==> src/rtl/uart_fifo_ctrl_if.sv <==
// uart_fifo_ctrl_if: request/status bundle between the UART rx/tx logic
// (master) and the FIFO pointer/flag controller (slave).
//   push, pop, flush, clr_err      master -> slave requests
//   ram_wr_en/ram_wr_address       slave -> RAM write port
//   ram_rd_en/ram_rd_address       slave -> RAM read port
//   rd_valid                       RAM read_dout holds popped data
//   full/empty/almost_*/count      occupancy status
//   overflow/underflow             sticky error flags
interface uart_fifo_ctrl_if #(
  parameter int ADDRESSWIDTH = 4
);
  logic                    push;
  logic                    pop;
  logic                    flush;
  logic                    clr_err;
  logic                    ram_wr_en;
  logic [ADDRESSWIDTH-1:0] ram_wr_address;
  logic                    ram_rd_en;
  logic [ADDRESSWIDTH-1:0] ram_rd_address;
  logic                    rd_valid;
  logic                    full;
  logic                    empty;
  logic                    almost_full;
  logic                    almost_empty;
  logic [ADDRESSWIDTH:0]   count;
  logic                    overflow;
  logic                    underflow;

  modport master (
    output push, pop, flush, clr_err,
    input  ram_wr_en, ram_wr_address, ram_rd_en, ram_rd_address, rd_valid,
           full, empty, almost_full, almost_empty, count, overflow, underflow
  );

  modport slave (
    input  push, pop, flush, clr_err,
    output ram_wr_en, ram_wr_address, ram_rd_en, ram_rd_address, rd_valid,
           full, empty, almost_full, almost_empty, count, overflow, underflow
  );
endinterface

==> src/rtl/uart_fifo_ctrl.sv <==
// uart_fifo_ctrl: pointer and flag controller for the UART FIFO. Drives the
// write/read ports of an external simple dual-port RAM; carries no data.
//   clk      system clock, rising edge
//   rst      asynchronous active-high reset
//   fifo_if  slave side of uart_fifo_ctrl_if (requests in, RAM drive and
//            status out)
// DEPTH must equal 2**ADDRESSWIDTH so the pointers wrap naturally.
module uart_fifo_ctrl #(
  parameter int DEPTH        = 16,
  parameter int ADDRESSWIDTH = 4,
  parameter int AF_LEVEL     = 14,
  parameter int AE_LEVEL     = 2
) (
  input  logic              clk,
  input  logic              rst,
  uart_fifo_ctrl_if.slave   fifo_if
);
  localparam int AW    = ADDRESSWIDTH;
  localparam int CNT_W = ADDRESSWIDTH + 1;

  logic [AW-1:0]    wr_ptr_q, wr_ptr_d;
  logic [AW-1:0]    rd_ptr_q, rd_ptr_d;
  logic [CNT_W-1:0] count_q, count_d;
  logic             full_q, full_d;
  logic             empty_q, empty_d;
  logic             afull_q, afull_d;
  logic             aempty_q, aempty_d;
  logic             rd_valid_q;
  logic             ovf_q, ovf_d;
  logic             unf_q, unf_d;
  logic             wr_acc, rd_acc;

  // Acceptance looks only at the registered flags, so a pop cannot make room
  // for a same-cycle push and a push cannot feed a same-cycle pop. Gating
  // with rst keeps the RAM ports quiet while reset is held.
  assign wr_acc = fifo_if.push & ~full_q  & ~fifo_if.flush & ~rst;
  assign rd_acc = fifo_if.pop  & ~empty_q & ~fifo_if.flush & ~rst;

  always_comb begin
    wr_ptr_d = wr_ptr_q;
    rd_ptr_d = rd_ptr_q;
    count_d  = count_q;
    if (fifo_if.flush) begin
      wr_ptr_d = '0;
      rd_ptr_d = '0;
      count_d  = '0;
    end else begin
      if (wr_acc) wr_ptr_d = wr_ptr_q + AW'(1);
      if (rd_acc) rd_ptr_d = rd_ptr_q + AW'(1);
      case ({wr_acc, rd_acc})
        2'b10:   count_d = count_q + CNT_W'(1);
        2'b01:   count_d = count_q - CNT_W'(1);
        default: count_d = count_q;
      endcase
    end
  end

  // Flags decode from the next count and are registered alongside it, so
  // they are never a cycle behind. Flush lands on count 0, which decodes to
  // the same values reset forces.
  always_comb begin
    full_d   = (count_d == CNT_W'(DEPTH));
    empty_d  = (count_d == '0);
    afull_d  = (count_d >= CNT_W'(AF_LEVEL));
    aempty_d = (count_d <= CNT_W'(AE_LEVEL));
  end

  // Sticky errors: a fresh error beats a same-cycle clear.
  always_comb begin
    ovf_d = (fifo_if.push & full_q  & ~fifo_if.flush) | (ovf_q & ~fifo_if.clr_err);
    unf_d = (fifo_if.pop  & empty_q & ~fifo_if.flush) | (unf_q & ~fifo_if.clr_err);
  end

  always_ff @(posedge clk or posedge rst) begin
    if (rst) begin
      wr_ptr_q   <= '0;
      rd_ptr_q   <= '0;
      count_q    <= '0;
      full_q     <= 1'b0;
      empty_q    <= 1'b1;
      afull_q    <= 1'b0;
      aempty_q   <= 1'b1;
      rd_valid_q <= 1'b0;
      ovf_q      <= 1'b0;
      unf_q      <= 1'b0;
    end else begin
      wr_ptr_q   <= wr_ptr_d;
      rd_ptr_q   <= rd_ptr_d;
      count_q    <= count_d;
      full_q     <= full_d;
      empty_q    <= empty_d;
      afull_q    <= afull_d;
      aempty_q   <= aempty_d;
      rd_valid_q <= rd_acc;  // RAM read latency is one cycle
      ovf_q      <= ovf_d;
      unf_q      <= unf_d;
    end
  end

  assign fifo_if.ram_wr_en      = wr_acc;
  assign fifo_if.ram_wr_address = wr_ptr_q;
  assign fifo_if.ram_rd_en      = rd_acc;
  assign fifo_if.ram_rd_address = rd_ptr_q;
  assign fifo_if.rd_valid       = rd_valid_q;
  assign fifo_if.full           = full_q;
  assign fifo_if.empty          = empty_q;
  assign fifo_if.almost_full    = afull_q;
  assign fifo_if.almost_empty   = aempty_q;
  assign fifo_if.count          = count_q;
  assign fifo_if.overflow       = ovf_q;
  assign fifo_if.underflow      = unf_q;
endmodule

==> src/flat_wrapper.sv <==
// flat-port wrapper written by rule: the top's interface ports become plain ports
module uart_fifo_ctrl_flat 
#(
  parameter int DEPTH        = 16,
  parameter int ADDRESSWIDTH = 4,
  parameter int AF_LEVEL     = 14,
  parameter int AE_LEVEL     = 2
)
  (clk, rst, fifo_if_push, fifo_if_pop, fifo_if_flush, fifo_if_clr_err, fifo_if_ram_wr_en, fifo_if_ram_wr_address, fifo_if_ram_rd_en, fifo_if_ram_rd_address, fifo_if_rd_valid, fifo_if_full, fifo_if_empty, fifo_if_almost_full, fifo_if_almost_empty, fifo_if_count, fifo_if_overflow, fifo_if_underflow);
  uart_fifo_ctrl_if #(.ADDRESSWIDTH(ADDRESSWIDTH)) fifo_if_i ();
  input  logic clk;
  input  logic rst;
  input wire logic [$bits(fifo_if_i.push)-1:0] fifo_if_push;
  input wire logic [$bits(fifo_if_i.pop)-1:0] fifo_if_pop;
  input wire logic [$bits(fifo_if_i.flush)-1:0] fifo_if_flush;
  input wire logic [$bits(fifo_if_i.clr_err)-1:0] fifo_if_clr_err;
  output wire logic [$bits(fifo_if_i.ram_wr_en)-1:0] fifo_if_ram_wr_en;
  output wire logic [$bits(fifo_if_i.ram_wr_address)-1:0] fifo_if_ram_wr_address;
  output wire logic [$bits(fifo_if_i.ram_rd_en)-1:0] fifo_if_ram_rd_en;
  output wire logic [$bits(fifo_if_i.ram_rd_address)-1:0] fifo_if_ram_rd_address;
  output wire logic [$bits(fifo_if_i.rd_valid)-1:0] fifo_if_rd_valid;
  output wire logic [$bits(fifo_if_i.full)-1:0] fifo_if_full;
  output wire logic [$bits(fifo_if_i.empty)-1:0] fifo_if_empty;
  output wire logic [$bits(fifo_if_i.almost_full)-1:0] fifo_if_almost_full;
  output wire logic [$bits(fifo_if_i.almost_empty)-1:0] fifo_if_almost_empty;
  output wire logic [$bits(fifo_if_i.count)-1:0] fifo_if_count;
  output wire logic [$bits(fifo_if_i.overflow)-1:0] fifo_if_overflow;
  output wire logic [$bits(fifo_if_i.underflow)-1:0] fifo_if_underflow;
  assign fifo_if_i.push = fifo_if_push;
  assign fifo_if_i.pop = fifo_if_pop;
  assign fifo_if_i.flush = fifo_if_flush;
  assign fifo_if_i.clr_err = fifo_if_clr_err;
  assign fifo_if_ram_wr_en = fifo_if_i.ram_wr_en;
  assign fifo_if_ram_wr_address = fifo_if_i.ram_wr_address;
  assign fifo_if_ram_rd_en = fifo_if_i.ram_rd_en;
  assign fifo_if_ram_rd_address = fifo_if_i.ram_rd_address;
  assign fifo_if_rd_valid = fifo_if_i.rd_valid;
  assign fifo_if_full = fifo_if_i.full;
  assign fifo_if_empty = fifo_if_i.empty;
  assign fifo_if_almost_full = fifo_if_i.almost_full;
  assign fifo_if_almost_empty = fifo_if_i.almost_empty;
  assign fifo_if_count = fifo_if_i.count;
  assign fifo_if_overflow = fifo_if_i.overflow;
  assign fifo_if_underflow = fifo_if_i.underflow;
  uart_fifo_ctrl #(.DEPTH(DEPTH), .ADDRESSWIDTH(ADDRESSWIDTH), .AF_LEVEL(AF_LEVEL), .AE_LEVEL(AE_LEVEL)) u_core (.clk(clk), .rst(rst), .fifo_if(fifo_if_i));
endmodule
==> config.mk <==
export PLATFORM = sky130hd
export DESIGN_NAME = uart_fifo_ctrl_flat
export DESIGN_NICKNAME = d
export VERILOG_FILES = /design/src/rtl/uart_fifo_ctrl_if.sv /design/src/rtl/uart_fifo_ctrl.sv /design/src/flat_wrapper.sv
export SDC_FILE = /design/constraint.sdc
export NUM_CORES = 1
export LEC_CHECK = 0
export BUFFER_PORTS_ARGS = -buffer_cell sky130_fd_sc_hd__buf_2
export CORE_AREA = 2 2 47 49
export DETAILED_ROUTE_END_ITERATION = 16
export DIE_AREA = 0 0 49 51
export HOLD_SLACK_MARGIN = 0.03
export PLACE_DENSITY = 0.79
export SKIP_LAST_GASP = 1
export SYNTH_ARGS = -nofsm -noshare
export SYNTH_HDL_FRONTEND = slang
export SYNTH_SLANG_ARGS = --single-unit
==> constraint.sdc <==
create_clock -name clk -period 4.9 [get_ports clk]
set_input_delay 0.98 -clock clk [delete_from_list [all_inputs] [get_ports clk]]
set_output_delay 0.98 -clock clk [all_outputs]
set_load 0.02 [all_outputs]
==> flow_summary.json, run 1 <==
{
  "clock_sinks": 20,
  "setup_viol": 0,
  "area_growth_pct": 18.7,
  "worstPathRequired_ns": 5.10,
  "place_congestion": 0.799,
  "critPathLaunchType": "input pin",
  "grt_use_total": 0.170,
  "crit_start": "fifo_if_flush",
  "dp_hpwl_mm": 1.49,
  "grt-ovfl-total": 0,
  "rsz0062_at_grt": "no",
  "power_density_mw_per_mm2": 250,
  "synth_most_common_cell": "dfrtp_1",
  "cts_buffers": 3,
  "fin_nets": 137,
  "hp-class": "flop to flop",
  "synth-edff-count": 0,
  "first_pass_iters": 4,
  "reg2reg_from": "u_core.fifo_if.full",
  "vdd_drop_max_uv": 188,
  "seq_area_frac_synth": 0.494,
  "dp_slack_ns": 0.732,
  "grt_pass1_wl_mm": 3.30,
  "num_antenna_cells": 0,
  "reg2regPathDepth": 10,
  "final_layout_size_suffix_gt1_frac": 0.312,
  "endpoint_kind": "flop",
  "postCtsSetupRepairBufs": 0,
  "max-clock-path-buffers": 2,
  "drtIter0Drc": 11,
  "clk_latency_ns": 0.30,
  "grt_pass1_vias": 781,
  "synth_top_area_cell": "dfrtp_1",
  "syn-instance-count": 96,
  "vias": 812,
  "drv_cap": 0,
  "min_to": "u_core.fifo_if.overflow",
  "setup_slack_ns": 1.03,
  "netlist.area_leader.share": 0.442,
  "core_area_mm2": 0.00206,
  "fp.dieW_um": 49,
  "synth_nets": 107,
  "syn_area_mm2": 0.00102,
  "vias_per_cell": 5.31,
  "hold_buffers": 0,
  "grt_antenna_before_repair": 0,
  "drt_wl_total_mm": 1.97,
  "worstMarginPinSlew_ns": 0.741,
  "synth_common_cells": "dfrtp_1 (18), nand2_1 (10), nor2_1 (8), xor2_1 (8)",
  "place_inst": 149,
  "fin_skew_ns": 0.00408,
  "power_mw": 0.302,
  "rrSetupSlack_ns": 1.52,
  "synth_ff_type": "dfrtp_1",
  "cts_tree": "done",
  "setup.worst_path.class": "input pin to flop",
  "htreeDepth": 1,
  "synth_area_leaders": "dfrtp_1 (44%), xor2_1 (6.9%), ha_1 (6.1%)",
  "slew_headroom": 0.499,
  "period_share": 0.789,
  "dieArea_mm2": 0.00250,
  "run_status": "complete, no violations",
  "drc": 0,
  "synth-seq-cells": 20,
  "port_buffers": 27,
  "slew_violations": 0,
  "hold_start": "u_core.fifo_if.overflow",
  "timing.rr.end": "u_core.fifo_if.almost_empty",
  "synth_warnings": 0,
  "ant_nets": 0,
  "timing.hold.ws_ns": 0.495,
  "crit_arrival_ns": 4.07,
  "max_freq_mhz": 258,
  "hold_depth": 1,
  "start_util": 0.494,
  "wl_per_cell_um": 12.8,
  "cts_root_buffer": "clkbuf_4",
  "rows": 17,
  "synthArstFlopShare": 1.00,
  "path_max_fanout": 14,
  "period_needed_ns": 3.87,
  "ctsResizeCount": 0,
  "tns_ns": 0,
  "ios": 28,
  "fp.dieH_um": 51,
  "hold_viol": 0,
  "stdcell_count": 153,
  "postSynthAreaPerCell_um2": 10.6,
  "grt_max_degree": 21,
  "fill_cells": 178,
  "clk_pin_slew_worst_paths_ns": 0.11,
  "yosysUniqueCellTypes": 34,
  "leakage_nw": 0.652
}
## critical path, stage by stage
cell and delay [ns]:
buf_2 0.19, nor4b_1 0.70, inv_1 0.20, ha_1 0.32, xor2_1 0.18, ha_1 0.20, or3b_1 0.35, a32oi_1 0.23
xor2_1 0.28, nor2_2 0.09, a2111oi_2 0.35
## per-layer routing
| layer | track usage | vias to the layer above | part of all wire |
|---|---|---|---|
| met3 | 0.0234 | 2 | 0.041 |
| met5 | 0 | - | 0 |
| met2 | 0.276 | 18 | 0.49 |
| met1 | 0.224 | 397 | 0.46 |
| met4 | 0.0857 | 0 | 0.0051 |
| li1 | - | 395 | - |
## worst max path at each step
| stage | to | slack [ns] | cells after the start |
|---|---|---|---|
| finish | u_core.fifo_if.almost_empty | 1.03 | 11 |
| global placement | u_core.fifo_if.almost_empty | 0.86 | 11 |
| CTS | u_core.fifo_if.almost_empty | 1.04 | 11 |
| global route | u_core.fifo_if.almost_empty | 0.66 | 11 |
| detailed placement | u_core.fifo_if.almost_empty | 0.73 | 11 |
| floorplan | u_core.fifo_if.almost_empty | 0.61 | 10 |
## layout by cell type, fill, tap and decap left out
cell type,synthesis,final
buf_2,1,27
dfrtp_1,18,18
nand2_1,10,10
xor2_1,8,8
nor2_1,8,8
o21ai_0,5,5
ha_1,5,5
inv_1,4,4
nand3_1,3,3
mux2i_1,3,3
nor3_1,3,3
clkbuf_4,0,3
nand4_1,2,2
nand2b_1,2,2
a21o_2,2,2
a32o_1,2,2
dfstp_2,2,2
nor4b_2,1,1
nor4b_1,1,1
nor2b_1,1,1
a21oi_1,1,1
a21o_1,1,1
nand3b_1,1,1
a31oi_1,1,1
and2_1,1,1
o31ai_1,1,1
or3b_1,1,1
nor3b_1,1,1
a32oi_1,1,1
nor2_2,1,1
a2111oi_2,1,1
o22ai_1,1,1
nor4_1,1,1
clkbuf_8,0,1
buf_4,1,1
## flip-flops by register name (all words and copies together), names as in the netlist
name,cells
u_core.fifo_if.full,1
u_core.fifo_if.empty,1
u_core.fifo_if.almost_full,1
u_core.fifo_if.almost_empty,1
u_core.fifo_if.underflow,1
u_core.fifo_if.overflow,1
u_core.fifo_if.count,5
u_core.fifo_if.rd_valid,1
u_core.fifo_if.ram_wr_address,4
u_core.fifo_if.ram_rd_address,4
## cells by family after synthesis
kind of cell / after synthesis / share of synthesized area
XOR/XNOR: 8 / 0.0688
AO/OA/AOI/OAI: 16 / 0.117
buffers and inverters: 7 / 0.0381
flip-flops: 20 / 0.494
multiplexers: 3 / 0.0295
AND/OR/NAND/NOR: 37 / 0.192
adder cells (fa/ha/maj): 5 / 0.0614
## through the flow
step           area, um2   util
3_3_place_gp        1170  0.568
2_1_floorplan       1020      -
6_report            1210  0.586
5_1_grt             1210  0.586
4_1_cts             1210  0.586
3_5_place_dp        1170  0.568
## power by group
group          switching, mW  internal [mW]  total (mW)
Combinational         0.0220         0.0114      0.0334
Sequential           0.00428          0.170       0.174
Clock                 0.0497         0.0453      0.0950
Total                 0.0760          0.226       0.302
## cell type report
cell class                      count  area [um2]  share of cell area
Inverter                            4        15.0              0.0124
Tap cell                           28        35.0              0.0290
Sequential cell                    20         503               0.416
Multi-Input combinational cell     69         477               0.394
Clock buffer                        4        36.3              0.0300
Timing Repair Buffer               28         143               0.118
No activity file was read; power rests on OpenSTA's default activity.
==> run 2: changes to the inputs <==
- CORE_AREA: 2 2 47 49 -> 2 2 49 51
- DIE_AREA: 0 0 49 51 -> 0 0 51 53
- PLACE_DENSITY: 0.79 -> 0.73
- clock period: 4.9 -> 3.6 ns (I/O delays scaled with it)
==> run 2 against run 1 <==
Sequential share of layout area decreased by 1.3 points; non-clock buffer count increased by 2; clock skew decreased by 0.0023 ns; sequential power increased by 36%; routed wire length increased by 7.4%; worst hold slack improved by 0.025 ns; critical path depth unchanged; flip-flop and latch count unchanged; largest cell class unchanged.
==> flow_summary.json, run 2 (same netlist as run 1, synthesis figures left out) <==
{
  "fin_skew_ns": 0.00179,
  "max_stage_delay_ns": 0.37,
  "hold_viol": 0,
  "run_status": "complete, no violations",
  "worstPathRequired_ns": 3.80,
  "p_clk_frac": 0.390,
  "postCtsSetupRepairBufs": 0,
  "rows": 17,
  "grt_pass1_wl_mm": 3.36,
  "grt_max_degree": 21,
  "endpoint_kind": "flop",
  "p_sw_mw": 0.105,
  "area_growth_pct": 22.4,
  "cts_buffers": 3,
  "clk_latency_ns": 0.30,
  "grt_use_total": 0.176,
  "drc": 0,
  "wl_per_cell_um": 13.6,
  "grt_antenna_before_repair": 0,
  "final_cell_mix": "buf_2 (27), dfrtp_1 (18), nand2_1 (10)",
  "crit_arrival_ns": 3.31,
  "cts_tree": "done",
  "start_util": 0.474,
  "dp_hpwl_mm": 1.57,
  "grt-ovfl-total": 0,
  "vdd_drop_max_uv": 231,
  "slew_headroom": 0.516,
  "period_share": 0.866,
  "fp.dieH_um": 53,
  "rrSetupSlack_ns": 0.62,
  "drtIter0Drc": 11,
  "htreeDepth": 1,
  "hold_buffers": 0,
  "num_antenna_cells": 0,
  "clk_pin_slew_worst_paths_ns": 0.11,
  "path_max_fanout": 7,
  "final_layout_size_suffix_gt1_frac": 0.331,
  "hp-class": "flop to flop",
  "clock_sinks": 20,
  "rsz0062_at_grt": "no",
  "drt_wl_total_mm": 2.11,
  "setup_slack_ns": 0.484,
  "fin_nets": 139,
  "worstMarginPinSlew_ns": 0.726,
  "ant_nets": 0,
  "power_density_mw_per_mm2": 374,
  "tns_ns": 0,
  "p_sw_frac": 0.226,
  "setup.worst_path.class": "input pin to flop",
  "ctsResizeCount": 0,
  "first_pass_iters": 4,
  "vias_per_cell": 5.28,
  "max_freq_mhz": 321,
  "power_mw": 0.466,
  "grt_pass1_vias": 733,
  "place_congestion": 0.803,
  "dp_slack_ns": 0.218,
  "slew_violations": 0,
  "worstPathCellList": "buf_2 -> nor4b_2 -> inv_1 -> ha_1 -> xor2_1 -> ha_1 -> or3b_1 -> a32oi_1 -> xor2_1 -> nor2_2 -> a2111oi_2",
  "critPathLaunchType": "input pin",
  "power.share.combinational": 0.102,
  "final_common_cell": "buf_2",
  "seqPwrFrac": 0.509,
  "core_area_mm2": 0.00215,
  "port_buffers": 27,
  "design_area_mm2": 0.00125,
  "largest_reg_flops": 5,
  "leakage_nw": 0.671,
  "setup_viol": 0,
  "period_needed_ns": 3.12,
  "cts_root_buffer": "clkbuf_4",
  "dpl_cell_area_mm2": 0.00119,
  "drv_cap": 0,
  "max-clock-path-buffers": 2,
  "dieArea_mm2": 0.00270,
  "p_int_mw": 0.360,
  "slowest_stage": "a2111oi_2",
  "fp.dieW_um": 51,
  "vias": 818,
  "ios": 28
}
[run 2: cell count changes in the layout (fill, tap and decap cells not counted), sizes merged]
cell and delta:
clkbuf -1, buf +2, bufinv +1
[run 2: final timing paths]
kind                                    startpoint                     endpoint  cells past startpoint
min reg2reg                u_core.fifo_if.overflow      u_core.fifo_if.overflow                      1
min                        u_core.fifo_if.overflow      u_core.fifo_if.overflow                      1
max reg2reg                    u_core.fifo_if.full  u_core.fifo_if.almost_empty                     10
min in group asynchronous                      rst      u_core.fifo_if.overflow                      2
max                                  fifo_if_flush  u_core.fifo_if.almost_empty                     11
max in group asynchronous                      rst      u_core.fifo_if.count[2]                      2
[run 2: final cells by class]
class                   count  area, um2
clock buffers               3       22.5
clock inverters             1       30.0
fillers                   191        902
inverters                   4       15.0
multi-input cells          69        483
flip-flops and latches     20        503
well taps                  28       35.0
repair buffers             30        158
[run 2: through the flow]
step,hold WS (ns),util,std cells
after global placement,0.473,0.556,151
after CTS,0.528,0.580,155
after floorplan,0.608,-,96
after global routing,0.550,0.580,155
final,0.521,0.580,155
after detailed placement,0.501,0.556,151
[run 2: power by group through the flow]
stage                     Sequential [mW]  Combinational (mW)  Clock [mW]
after floorplan                     0.247              0.0243           0
after global placement              0.241              0.0472           0
after detailed placement            0.241              0.0481           0
after CTS                           0.237              0.0482       0.188
after global routing                0.238              0.0526       0.198
final                               0.237              0.0474       0.181
[run 2: metal layers]
layer	global-route usage	wire, um	part of all wire	vias up
met4	0.0811	28	0.013	0
met3	0.0367	94	0.045	4
met1	0.207	889	0.42	395
li1	-	-	-	399
met2	0.307	1100	0.52	20
met5	0	0	0	-
[run 2: worst max-delay path, delay by kind of cell]
family / cells / cell delay (ns)
adders and majority gates: 2 / 0.48
buffers and inverters: 2 / 0.25
AOI/OAI and AO/OA: 2 / 0.62
xor gates and xnor gates: 2 / 0.49
and+or+nand+nor: 3 / 0.75
==> run 3: changes to the inputs <==
- CELL_PAD_IN_SITES_DETAIL_PLACEMENT: default -> 1
- CELL_PAD_IN_SITES_GLOBAL_PLACEMENT: default -> 1
- CORE_AREA: 2 2 49 51 -> 2 2 55 57
- DIE_AREA: 0 0 51 53 -> 0 0 57 59
- PLACE_DENSITY: 0.73 -> default
- PLACE_DENSITY_LB_ADDON: default -> 0.1
==> run 3 against run 2 <==
Worst hold slack worse by 0.022 ns; utilization decreased by 12 points; cell area grew 0.30%; worst setup slack improved by 0.019 ns; sequential share of layout area is 0.12 points lower; sequential power barely moved; non-clock buffer count stayed put; clock power about the same; fmax rose by 0.63%; via count fell by 0.24%; critical path depth stayed put; total power increased by 0.42%; critical endpoint unchanged.
==> flow_summary.json, run 3 (same netlist as run 1, synthesis figures left out) <==
{
  "timing.hold.ws_ns": 0.499,
  "grt_pass1_vias": 881,
  "start_util": 0.376,
  "power.share.combinational": 0.104,
  "seqPwrFrac": 0.507,
  "hold_viol": 0,
  "hp-class": "flop to flop",
  "worstMarginPinSlew_ns": 0.762,
  "power_mw": 0.468,
  "vias_per_cell": 5.16,
  "cp.depth": 11,
  "max_freq_mhz": 323,
  "period_share": 0.860,
  "utilization": 0.461,
  "setup_slack_ns": 0.503,
  "fp.dieW_um": 57,
  "clock_sinks": 20,
  "core_area_mm2": 0.00271,
  "final_cell_mix": "buf_2 (27), dfrtp_1 (18), nand2_1 (10)",
  "clk_pin_slew_worst_paths_ns": 0.11,
  "dieArea_mm2": 0.00336,
  "postCtsSetupRepairBufs": 0,
  "worstPathCellList": "buf_2 -> nor4b_2 -> inv_1 -> ha_1 -> xor2_1 -> ha_1 -> or3b_1 -> a32oi_1 -> xor2_1 -> nor2_2 -> a2111oi_2",
  "hold_buffers": 0,
  "grt_max_degree": 21,
  "largest_reg_flops": 5,
  "num_antenna_cells": 0,
  "p_sw_mw": 0.108,
  "htreeDepth": 1,
  "period_needed_ns": 3.10,
  "vias": 816,
  "rows": 19,
  "hold_depth": 1,
  "drtIter0Drc": 20,
  "max_stage_delay_ns": 0.35,
  "ctsResizeCount": 0,
  "run_status": "complete, no violations",
  "grt_use_total": 0.158,
  "slew_violations": 0,
  "cts_tree": "done",
  "place_inst": 154,
  "worstPathRequired_ns": 3.80,
  "ant_nets": 0,
  "dp_hpwl_mm": 1.80,
  "p_clk_frac": 0.390,
  "place_congestion": 0.803,
  "tns_ns": 0,
  "critical_path.top_delay_family": "simple AND/OR/NAND/NOR gates",
  "slowest_stage": "nor4b_2",
  "grt-ovfl-total": 0,
  "grt_pass1_wl_mm": 4.11,
  "dp_slack_ns": 0.205,
  "stdcell_count": 158,
  "rsz0062_at_grt": "no",
  "max-clock-path-buffers": 2,
  "endpoint_kind": "flop",
  "area_growth_pct": 22.7,
  "path_max_fanout": 14,
  "wl_per_cell_um": 15.3,
  "drt_wl_total_mm": 2.42,
  "final_common_cell": "buf_2",
  "fin_nets": 139,
  "drv_cap": 0,
  "ios": 28,
  "clk_latency_ns": 0.30,
  "final_layout_size_suffix_gt1_frac": 0.331,
  "reg2regPathDepth": 10,
  "setup_viol": 0,
  "crit_arrival_ns": 3.30,
  "cts_root_buffer": "clkbuf_4",
  "fill_cells": 330,
  "critPathLaunchType": "input pin",
  "p_int_mw": 0.360,
  "fin_skew_ns": 0.00585,
  "drc": 0,
  "leakage_nw": 0.671,
  "fp.dieH_um": 59,
  "slew_headroom": 0.491,
  "power_density_mw_per_mm2": 374,
  "p_sw_frac": 0.231,
  "vdd_drop_max_uv": 275,
  "first_pass_iters": 3,
  "grt_antenna_before_repair": 0,
  "cts_buffers": 3,
  "port_buffers": 27,
  "setup.worst_path.class": "input pin to flop",
  "cp_num_buf_inv": 2,
  "design_area_mm2": 0.00125,
  "dpl_cell_area_mm2": 0.00120
}
-- run 3: final timing paths --
| check | slack, ns | end | startpoint |
|---|---|---|---|
| min in group asynchronous | 0.57 | u_core.fifo_if.ram_wr_address[1] | rst |
| hold / removal | 0.50 | u_core.fifo_if.underflow | u_core.fifo_if.underflow |
| max in group asynchronous | 2.55 | u_core.fifo_if.count[0] | rst |
| setup / recovery | 0.50 | u_core.fifo_if.almost_empty | fifo_if_flush |
| hold reg to reg | 0.50 | u_core.fifo_if.underflow | u_core.fifo_if.underflow |
| setup reg to reg | 0.73 | u_core.fifo_if.almost_empty | u_core.fifo_if.full |
-- run 3: layer usage --
| metal | track usage | vias up | routed length (um) |
|---|---|---|---|
| met2 | 0.289 | 20 | 1250 |
| met1 | 0.194 | 399 | 1050 |
| li1 | - | 395 | - |
| met5 | 0 | - | 0 |
| met4 | 0.0498 | 0 | 17 |
| met3 | 0.0197 | 2 | 107 |
-- run 3: worst reg2reg max path: stages (launching register included) --
cell	delay, ns
dfrtp_1	0.43
nor4b_2	0.31
inv_1	0.14
ha_1	0.23
xor2_1	0.16
ha_1	0.20
or3b_1	0.35
a32oi_1	0.23
xor2_1	0.29
nor2_2	0.09
a2111oi_2	0.33
-- run 3: area by class of cell --
cell class | count | area, um2 | share of cell area
multi-input cells | 69 | 483 | 0.386
flip-flops and latches | 20 | 503 | 0.402
well taps | 31 | 38.8 | 0.0310
clock buffers | 3 | 22.5 | 0.0180
clock inverters | 1 | 30.0 | 0.0240
inverters | 4 | 15.0 | 0.0120
repair buffers | 30 | 158 | 0.126
-- run 3: power by group through the flow --
| stage | logic (mW) | registers [mW] | clock network (mW) |
|---|---|---|---|
| 4_1_cts | 0.0496 | 0.237 | 0.190 |
| 2_1_floorplan | 0.0243 | 0.247 | 0 |
| 5_1_grt | 0.0537 | 0.238 | 0.198 |
| 3_5_place_dp | 0.0494 | 0.241 | 0 |
| 3_3_place_gp | 0.0485 | 0.241 | 0 |
| 6_report | 0.0485 | 0.237 | 0.182 |
